**src/rtl/toff_demux.sv**
```systemverilog
// Two-stage pipelined reversible 1-to-2 demultiplexer built from per-bit Toffoli gates.
// Define TOFF_DEMUX_ANC_CHECK_EN to build the ancilla uncompute check that drives anc_err.
module toff_demux #(
    parameter int WIDTH = 4,
    parameter int CNT_W = 8
) (
    input  logic             clk,
    input  logic             rst,
    input  logic             in_valid,
    output logic             in_ready,
    input  logic             sel,
    input  logic [WIDTH-1:0] d_in,
    input  logic             fault_inj,
    output logic             out_valid,
    input  logic             out_ready,
    output logic [WIDTH-1:0] y0,
    output logic [WIDTH-1:0] y1,
    output logic             g_sel,
    output logic [WIDTH-1:0] g_d,
    output logic [CNT_W-1:0] cnt0,
    output logic [CNT_W-1:0] cnt1,
    output logic             anc_err
);

    logic             s1_valid_reg;
    logic             s1_sel_reg;
    logic [WIDTH-1:0] s1_d_reg;
    logic [WIDTH-1:0] s1_t0_reg;
    logic [WIDTH-1:0] s1_t1_reg;

    logic             out_valid_reg;
    logic             g_sel_reg;
    logic [WIDTH-1:0] y0_reg;
    logic [WIDTH-1:0] y1_reg;
    logic [WIDTH-1:0] g_d_reg;
    logic [CNT_W-1:0] cnt0_reg;
    logic [CNT_W-1:0] cnt1_reg;

    logic [WIDTH-1:0] t0_next;
    logic [WIDTH-1:0] t1_next;

    logic s1_adv;
    logic in_acc;
    logic out_hs;

    // Forward Toffoli layer: target 0, control sel (inverted for lane 0) and d[gi].
    generate
        for (genvar gi = 0; gi < WIDTH; gi++) begin : g_toff
            assign t0_next[gi] = ~sel & d_in[gi];
            if (gi == 0) begin : g_fault
                assign t1_next[gi] = (sel & d_in[gi]) ^ fault_inj;
            end else begin : g_clean
                assign t1_next[gi] = sel & d_in[gi];
            end
        end
    endgenerate

    assign s1_adv   = s1_valid_reg & (~out_valid_reg | out_ready);
    assign in_ready = ~s1_valid_reg | s1_adv;
    assign in_acc   = in_valid & in_ready;
    assign out_hs   = out_valid_reg & out_ready;

    always_ff @(posedge clk) begin
        if (rst) begin
            s1_valid_reg <= 1'b0;
            s1_sel_reg   <= 1'b0;
            s1_d_reg     <= '0;
            s1_t0_reg    <= '0;
            s1_t1_reg    <= '0;
        end else begin
            if (in_acc) begin
                s1_valid_reg <= 1'b1;
                s1_sel_reg   <= sel;
                s1_d_reg     <= d_in;
                s1_t0_reg    <= t0_next;
                s1_t1_reg    <= t1_next;
            end else if (s1_adv) begin
                s1_valid_reg <= 1'b0;
            end
        end
    end

    always_ff @(posedge clk) begin
        if (rst) begin
            out_valid_reg <= 1'b0;
            g_sel_reg     <= 1'b0;
            y0_reg        <= '0;
            y1_reg        <= '0;
            g_d_reg       <= '0;
        end else begin
            if (s1_adv) begin
                out_valid_reg <= 1'b1;
                g_sel_reg     <= s1_sel_reg;
                y0_reg        <= s1_t0_reg;
                y1_reg        <= s1_t1_reg;
                g_d_reg       <= s1_d_reg;
            end else if (out_hs) begin
                out_valid_reg <= 1'b0;
            end
        end
    end

    // Counters follow the outgoing word's preserved select; they wrap freely.
    always_ff @(posedge clk) begin
        if (rst) begin
            cnt0_reg <= '0;
            cnt1_reg <= '0;
        end else if (out_hs) begin
            if (g_sel_reg) begin
                cnt1_reg <= cnt1_reg + 1'b1;
            end else begin
                cnt0_reg <= cnt0_reg + 1'b1;
            end
        end
    end

`ifdef TOFF_DEMUX_ANC_CHECK_EN
    logic             anc_err_reg;
    logic [WIDTH-1:0] anc_residue;

    // Re-applying the same Toffolis must return both targets to zero.
    assign anc_residue = (s1_t1_reg ^ ({WIDTH{s1_sel_reg}} & s1_d_reg))
                       | (s1_t0_reg ^ ({WIDTH{~s1_sel_reg}} & s1_d_reg));

    always_ff @(posedge clk) begin
        if (rst) begin
            anc_err_reg <= 1'b0;
        end else if (s1_adv && (|anc_residue)) begin
            anc_err_reg <= 1'b1;
        end
    end

    assign anc_err = anc_err_reg;
`else
    assign anc_err = 1'b0;
`endif

    assign out_valid = out_valid_reg;
    assign g_sel     = g_sel_reg;
    assign y0        = y0_reg;
    assign y1        = y1_reg;
    assign g_d       = g_d_reg;
    assign cnt0      = cnt0_reg;
    assign cnt1      = cnt1_reg;

endmodule

```
**config.mk**
```make
export PLATFORM = sky130hd
export DESIGN_NAME = toff_demux
export DESIGN_NICKNAME = d
export VERILOG_FILES = /design/src/rtl/toff_demux.sv
export SDC_FILE = /design/constraint.sdc
export NUM_CORES = 1
export LEC_CHECK = 0
export BUFFER_PORTS_ARGS = -buffer_cell sky130_fd_sc_hd__clkbuf_2
export CORE_MARGIN = 10
export CORE_UTILIZATION = 30
export CTS_BUF_LIST = sky130_fd_sc_hd__clkbuf_16
export CTS_CLUSTER_SIZE = 24
export DETAILED_ROUTE_END_ITERATION = 7
export GPL_ROUTABILITY_DRIVEN = 0
export PLACE_DENSITY = 0.51
export SYNTH_ARGS = -nofsm -noshare
export SYNTH_HDL_FRONTEND = slang
export SYNTH_SLANG_ARGS = --single-unit
```
**constraint.sdc**
```tcl
create_clock -name clk -period 1.2 [get_ports clk]
set_input_delay 0 -clock clk [delete_from_list [all_inputs] [get_ports clk]]
set_output_delay 0 -clock clk [all_outputs]
set_load 0.02 [all_outputs]
```
**Word-level counts from Yosys, hierarchy flattened**

Cells that the tools add are included.

- Register bits: 44
- Bits of input ports: 10
- Output and inout port bits: 32
- Word-level logic and storage cells: 40

- Add/subtract/negate cells: 2
- Multiplexer cells: 4
- Bitwise operators: 18
- Reductions and logical operators: 4

Operators with widths:

| cell | number |
|---|---|
| 8-bit by 1-bit adder with 8-bit output, second input constant | 2 |
| 1-bit bitwise AND | 11 |
| 1-bit two-way mux | 4 |
| 1-bit NOT | 4 |
| 2-bit AND reduction | 2 |
| 2-bit nonzero test | 2 |
| 1-bit OR | 2 |
| 1-bit bitwise XOR | 1 |

**Logic depth before layout (Yosys ltp)**

Gate-level depths: netlist of the first run.

- Depth in word-level cells: 6
- Gate-level depth with buffers: 6
- Mapped depth without buffers: 4

**Least setup slack after synthesis of the first run**

No wires, ideal clock.

- Path type: reg-to-reg
- Start: register out_valid_reg, in the netlist out_valid
- End: register cnt1_reg[5], in the netlist cnt1[5]
- Setup time: 0.070 ns
- Arrival: 1.361 ns
- Data required time: 1.130 ns
- Setup slack: -0.232 ns
- Cell stages (with the launch flop): 5
- Path buffers: 1
- Path through: dfxtp_1 > buf_4 > nand3_4 > or4_1 > a21oi_1

- Word-level cells in the longest chain between the ends: 2

RTL lines:

| element | line | source |
|---|---|---|
| start: declaration | 31 | `logic out_valid_reg;` |
| start signal: assignment | 85 | `out_valid_reg <= 1'b0;` |
| start signal: assignment | 92 | `out_valid_reg <= 1'b1;` |
| start signal: assignment | 98 | `out_valid_reg <= 1'b0;` |
| 1-bit bitwise AND | 61 | `assign out_hs = out_valid_reg & out_ready;` |
| 2-bit AND reduction (no source line) | n/a |  |
| end signal: assignment | 110 | `cnt1_reg <= cnt1_reg + 1'b1;` |
| end: declaration | 37 | `logic [CNT_W-1:0] cnt1_reg;` |

No other way between the ends.
A chain may end at the register's enable or synchronous reset.

**Worst setup path in the final report of the first run**

- Start: register cnt0_reg[0], in the netlist cnt0[0]
- End: register cnt0_reg[6], in the netlist cnt0[6]

- Word-level cells in the longest chain between the ends: 1

RTL lines:

| element | line | source |
|---|---|---|
| start: declaration | 36 | `logic [CNT_W-1:0] cnt0_reg;` |
| start signal: assignment | 112 | `cnt0_reg <= cnt0_reg + 1'b1;` |
| 8-bit by 1-bit adder with 8-bit output | 112 |  |

No other way between the ends.

==> results of run 1 <==
==> cell families (layout without fill, tap and decap cells) <==
kind of cell	after synthesis	in the layout	share of synthesized area, %
buf+inv	19	95	4.98
flops	44	44	48.7
compound gates	74	74	21.2
other cells	1	1	0.207
fa+ha+maj	2	2	1.38
simple gates	59	59	20.0
mux	2	2	1.11
xor+xnor	5	5	2.42
==> critical path: stages, from the launching register on <==
cell,delay [ps]
dfxtp_4,370
ha_4,130
nand4b_1,170
or3_1,410
a21oi_1,120
==> path summary, 6_finish.rpt <==
kind / end / slack, ps / startpoint
hold reg to reg: g_d[2]$_SDFFE_PP0P_ / 470 / s1_d_reg[2]$_SDFFE_PP0P_
hold / removal: s1_sel_reg$_SDFFE_PP0P_ / 90 / sel
setup reg to reg: cnt0[6]$_SDFFE_PP0P_ / -60 / cnt0[0]$_SDFFE_PP0P_
setup / recovery: cnt0[6]$_SDFFE_PP0P_ / -60 / cnt0[0]$_SDFFE_PP0P_
==> routing by layer <==
| layer | GRT usage [%] | part of all wire [%] |
|---|---|---|
| met1 | 12.7 | 46 |
| met5 | 0 | 0 |
| met4 | 4.25 | 1.6 |
| met3 | 2.49 | 2.6 |
| met2 | 17.4 | 50 |
==> cell usage after synthesis <==
| library cell | instances | area [um2] |
|---|---|---|
| dfxtp_1 | 44 | 881 |
| clkbuf_1 | 12 | 45.0 |
| mux2i_1 | 2 | 20.0 |
| nand4_1 | 8 | 50.1 |
| nand3_1 | 20 | 100 |
| ha_1 | 2 | 25.0 |
| a311oi_1 | 1 | 8.76 |
| nand2_1 | 5 | 18.8 |
| o21ai_0 | 31 | 155 |
| o31ai_1 | 4 | 30.0 |
| buf_4 | 3 | 22.5 |
| or3_1 | 5 | 31.3 |
| inv_2 | 1 | 3.75 |
| nand4b_1 | 5 | 43.8 |
| buf_6 | 1 | 11.3 |
| and3b_1 | 1 | 8.76 |
| a21oi_1 | 38 | 190 |
| or4_1 | 4 | 30.0 |
| nor2_1 | 6 | 22.5 |
| nand3_4 | 1 | 17.5 |
| nand3b_4 | 1 | 20.0 |
| inv_1 | 2 | 7.51 |
| nor2b_1 | 1 | 6.26 |
| xor2_1 | 5 | 43.8 |
| or3_2 | 1 | 7.51 |
| conb_1 | 1 | 3.75 |
| nand2b_1 | 1 | 6.26 |
==> cell type report <==
type | instances | area share [%]
Multi-Input combinational cell | 143 | 35.3
Tap cell | 75 | 3.45
Clock buffer | 5 | 4.60
Inverter | 3 | 0.690
Clock inverter | 3 | 0.552
Timing Repair Buffer | 83 | 21.0
Timing Repair inverter | 1 | 0.414
Sequential cell | 44 | 34.0
==> metrics by stage <==
step           utilization (%)  std cells
3_5_place_dp              39.1        331
5_1_grt                   46.2        357
3_3_place_gp              39.1        331
6_report                  46.2        357
2_1_floorplan                -        206
4_1_cts                   43.0        347
==> where the power goes <==
group / internal (mW) / switching (mW) / leakage (nW) / total (mW)
logic: 0.105 / 0.153 / 0.631 / 0.258
clock network: 0.761 / 0.556 / 0.0753 / 1.32
registers: 1.48 / 0.0255 / 0.368 / 1.50
total: 2.34 / 0.734 / 1.07 / 3.08
==> repair_timing <==
item / CTS / global route
setup buffers: 4 / 8
gates resized for setup: 6 / 43
pin swaps: 1 / 12
setup endpoints to repair: 10 / 21
hold endpoints to repair: 5 / 0
hold buffers: 4 / 0
gates cloned: 0 / 2
==> flow_metrics.tcl, run 1 <==
set metrics [dict create \
    outcome "complete, but fails checks" \
    violations "negative setup slack" \
    clock_sinks 44 \
    setup_ws_ps -64.7 \
    syn_nets 218 \
    grt_pass1_vias 1730 \
    hold_violations 0 \
    nets 293 \
    synth_seq_cells 44 \
    fin_setup_tns_ps -199 \
    power_mw 3.08 \
    netlist_area_um2 1810 \
    drive_gt1_share_pct 46.5 \
    core_area_um2 5890 \
    grt-ovfl-total 0 \
    die-area_um2 9540 \
    cp-end-kind "flop" \
    std_cell_rows 28 \
    grt_usage_pct 10.5 \
    antenna_found_initial 0 \
    area_delta_synth_final_pct 50.2 \
    power_per_cell_area_nw_per_um2 1130 \
    multiInputGateArea_um2 960 \
    worstSetupPathType "flop to flop" \
    ys_seq_area_share_pct 48.7 \
    skew_ps 6.37 \
    fin_area_um2 2720 \
    clockBufferDepth 2 \
    drt_iter0_markers 66 \
    dpl_cell_area_um2 2300 \
    crit_fanout 5 \
    cts_made_buffers 5 \
    grt_max_degree 28 \
    ios 42 \
    antenna_left 0 \
    fillers 606 \
    cts_max_level 2 \
    dpl.hpwl_um 3450 \
    hold_class "primary input to flop" \
    crit_path_start_kind "flop" \
    via_per_inst 5.01 \
    wire_per_inst_um 14.5 \
    max_freq_mhz 791 \
    vdd_drop_max_uv 544 \
    drtPass1Iterations 4 \
    grt_pass1_wl_um 8490 \
    min_delay_path_depth 3 \
    dp_slack_ps -32.9 \
    postSynthAreaPerCell_um2 8.79 \
    whs_ps 87.9 \
    regArea_um2 926 \
    finalWirelength_um 5170 \
    drv_slew 0 \
    cts-root-buf "clkbuf_16" \
    port_buffers 40 \
    synth_cell_types 27 \
    power_leakage_nw 1.07 \
    die_y_um 97.7 \
    drc_errors 0 \
    clock_latency_ps 290 \
    rsz0062_at_grt "yes" \
    setup_viol 6 \
    dieWidth_um 97.7 \
    min_period_ps 1260 \
    cap_violations 0 \
    dr_total_vias 1790 \
    arrival_ps 1480 \
    yosysWarnings 0 \
    cts_tree "yes" \
    final_common_cell "clkbuf_2" \
    clkSlewWorstSetupHoldPaths_ps 60 \
    r2r_cells 4 \
    worstPathRequired_ps 1410 \
    period_share_pct 105 \
    initial_utilization_pct 30.8 \
    n_antenna_cell 0 \
    final_cell_mix "39 x clkbuf_2, 34 x buf_4, 30 x a21oi_1" \
    netlist_instances 206 \
]
Power figures use the tool's default switching activity.
==> run 2, diff against run 1 <==
==> constraint.sdc (replaced) <==
create_clock -name clk -period 1.2 [get_ports clk]
set_input_delay 0 -clock clk [delete_from_list [all_inputs] [get_ports clk]]
set_output_delay 0 -clock clk [all_outputs]
set_load 0.01 [all_outputs]
==> flow_metrics.tcl, run 2 (synthesis gave the netlist of run 1 again) <==
set metrics [dict create \
    cts-root-buf "clkbuf_16" \
    worstPathRequired_ps 1200 \
    rsz0062_at_grt "yes" \
    r2r_slack_ps -40 \
    setup_viol 8 \
    cp-end-kind "primary output" \
    placedCellCount 335 \
    die_y_um 97.7 \
    slowest_stage "dfxtp_4" \
    critPathMaxStageDelay_ps 410 \
    die-area_um2 9540 \
    dieWidth_um 97.7 \
    cp_cell_sequence "and3b_2, inv_6, buf_4, buf_6" \
    dpl_cell_area_um2 2270 \
    fillers 615 \
    grt_usage_pct 10.7 \
    clockBufferDepth 2 \
    drv_slew 0 \
    drive_gt1_share_pct 38.7 \
    fin_area_um2 2630 \
    outcome "complete, but fails checks" \
    wire_per_inst_um 14.5 \
    finalNonFillerCells 354 \
    std_cell_rows 28 \
    grt-ovfl-total 0 \
    dp_slack_ps -51.0 \
    area_delta_synth_final_pct 45.0 \
    drc_errors 0 \
    ios 42 \
    cts_max_level 2 \
    clkSlewWorstSetupHoldPaths_ps 60 \
    finalWirelength_um 5130 \
    arrival_ps 1250 \
    via_per_inst 5.04 \
    crit_fanout 8 \
    drt_iter0_markers 87 \
    utilization_pct 44.6 \
    final_cell_mix "39 x clkbuf_2, 35 x a21oi_1, 33 x dfxtp_1, 33 x buf_4, 27 x o21ai_0" \
    initial_utilization_pct 30.8 \
    fin_setup_tns_ps -197 \
    violations "negative setup slack" \
    cap_violations 0 \
    worstSetupPathType "flop to primary output" \
    grt_pass1_vias 1741 \
    antenna_found_initial 0 \
    vdd_drop_max_uv 497 \
    clock_sinks 44 \
    whs_ps 75.8 \
    crit_path_start_kind "flop" \
    grt_pass1_wl_um 8610 \
    nets 290 \
    hold_class "primary input to flop" \
    setup_ws_ps -50.0 \
    dpl.hpwl_um 3450 \
    port_buffers 40 \
    clock_latency_ps 290 \
    drtPass1Iterations 4 \
    max_freq_mhz 800 \
    n_antenna_cell 0 \
    core_area_um2 5890 \
    cts_made_buffers 5 \
    power_per_cell_area_nw_per_um2 1260 \
    power_leakage_nw 1.05 \
    skew_ps 4.19 \
    antenna_left 0 \
    power_mw 3.32 \
    min_period_ps 1250 \
    period_share_pct 104 \
    hold_violations 0 \
    grt_max_degree 23 \
    dr_total_vias 1783 \
    final_common_cell "clkbuf_2" \
    cts_tree "yes" \
]
[run 2: cell type report]
cell class	count	area (um2)	area share [%]
clock buffer	5	125	4.77
clock inverter	3	45.0	1.72
inverter	3	16.3	0.620
multi-input combinational	143	893	34.0
sequential	44	912	34.7
tap	75	93.8	3.57
timing repair buffer	81	539	20.5
[run 2: repair_timing]
action,CTS,global route
hold buffers,4,0
cloned,0,0
buffers inserted,4,3
resized for setup,9,19
setup endpoints to repair,11,25
hold endpoints to repair,5,0
pin swaps,2,6
[run 2: critical path: cells and delay by family, from the launching register on]
kind / cells / cell delay, ps
and+or+nand+nor: 1 / 260
DFF: 1 / 410
buffers and inverters: 3 / 300
[run 2: layer usage]
| metal | part of all wire [%] | track usage [%] |
|---|---|---|
| met1 | 44 | 12.3 |
| met2 | 49 | 17.5 |
| met3 | 5.2 | 3.20 |
| met4 | 1.9 | 5.82 |
| met5 | 0 | 0 |
[run 2: where the power goes]
| group | switching [mW] | leakage, nW | internal [mW] |
|---|---|---|---|
| sequential | 0.0230 | 0.365 | 1.48 |
| combinational | 0.129 | 0.597 | 0.0865 |
| clock | 0.607 | 0.0847 | 0.991 |
| total | 0.759 | 1.05 | 2.56 |
[run 2: path summary, 6_finish.rpt]
kind / startpoint / end / cells past startpoint
min reg2reg: s1_sel_reg$_SDFFE_PP0P_ / g_sel$_SDFFE_PP0P_ / 2
min: sel / s1_sel_reg$_SDFFE_PP0P_ / 3
max: out_valid$_SDFFE_PP0P_ / in_ready / 4
max reg2reg: cnt0[0]$_SDFFE_PP0P_ / cnt0[6]$_SDFFE_PP0P_ / 4
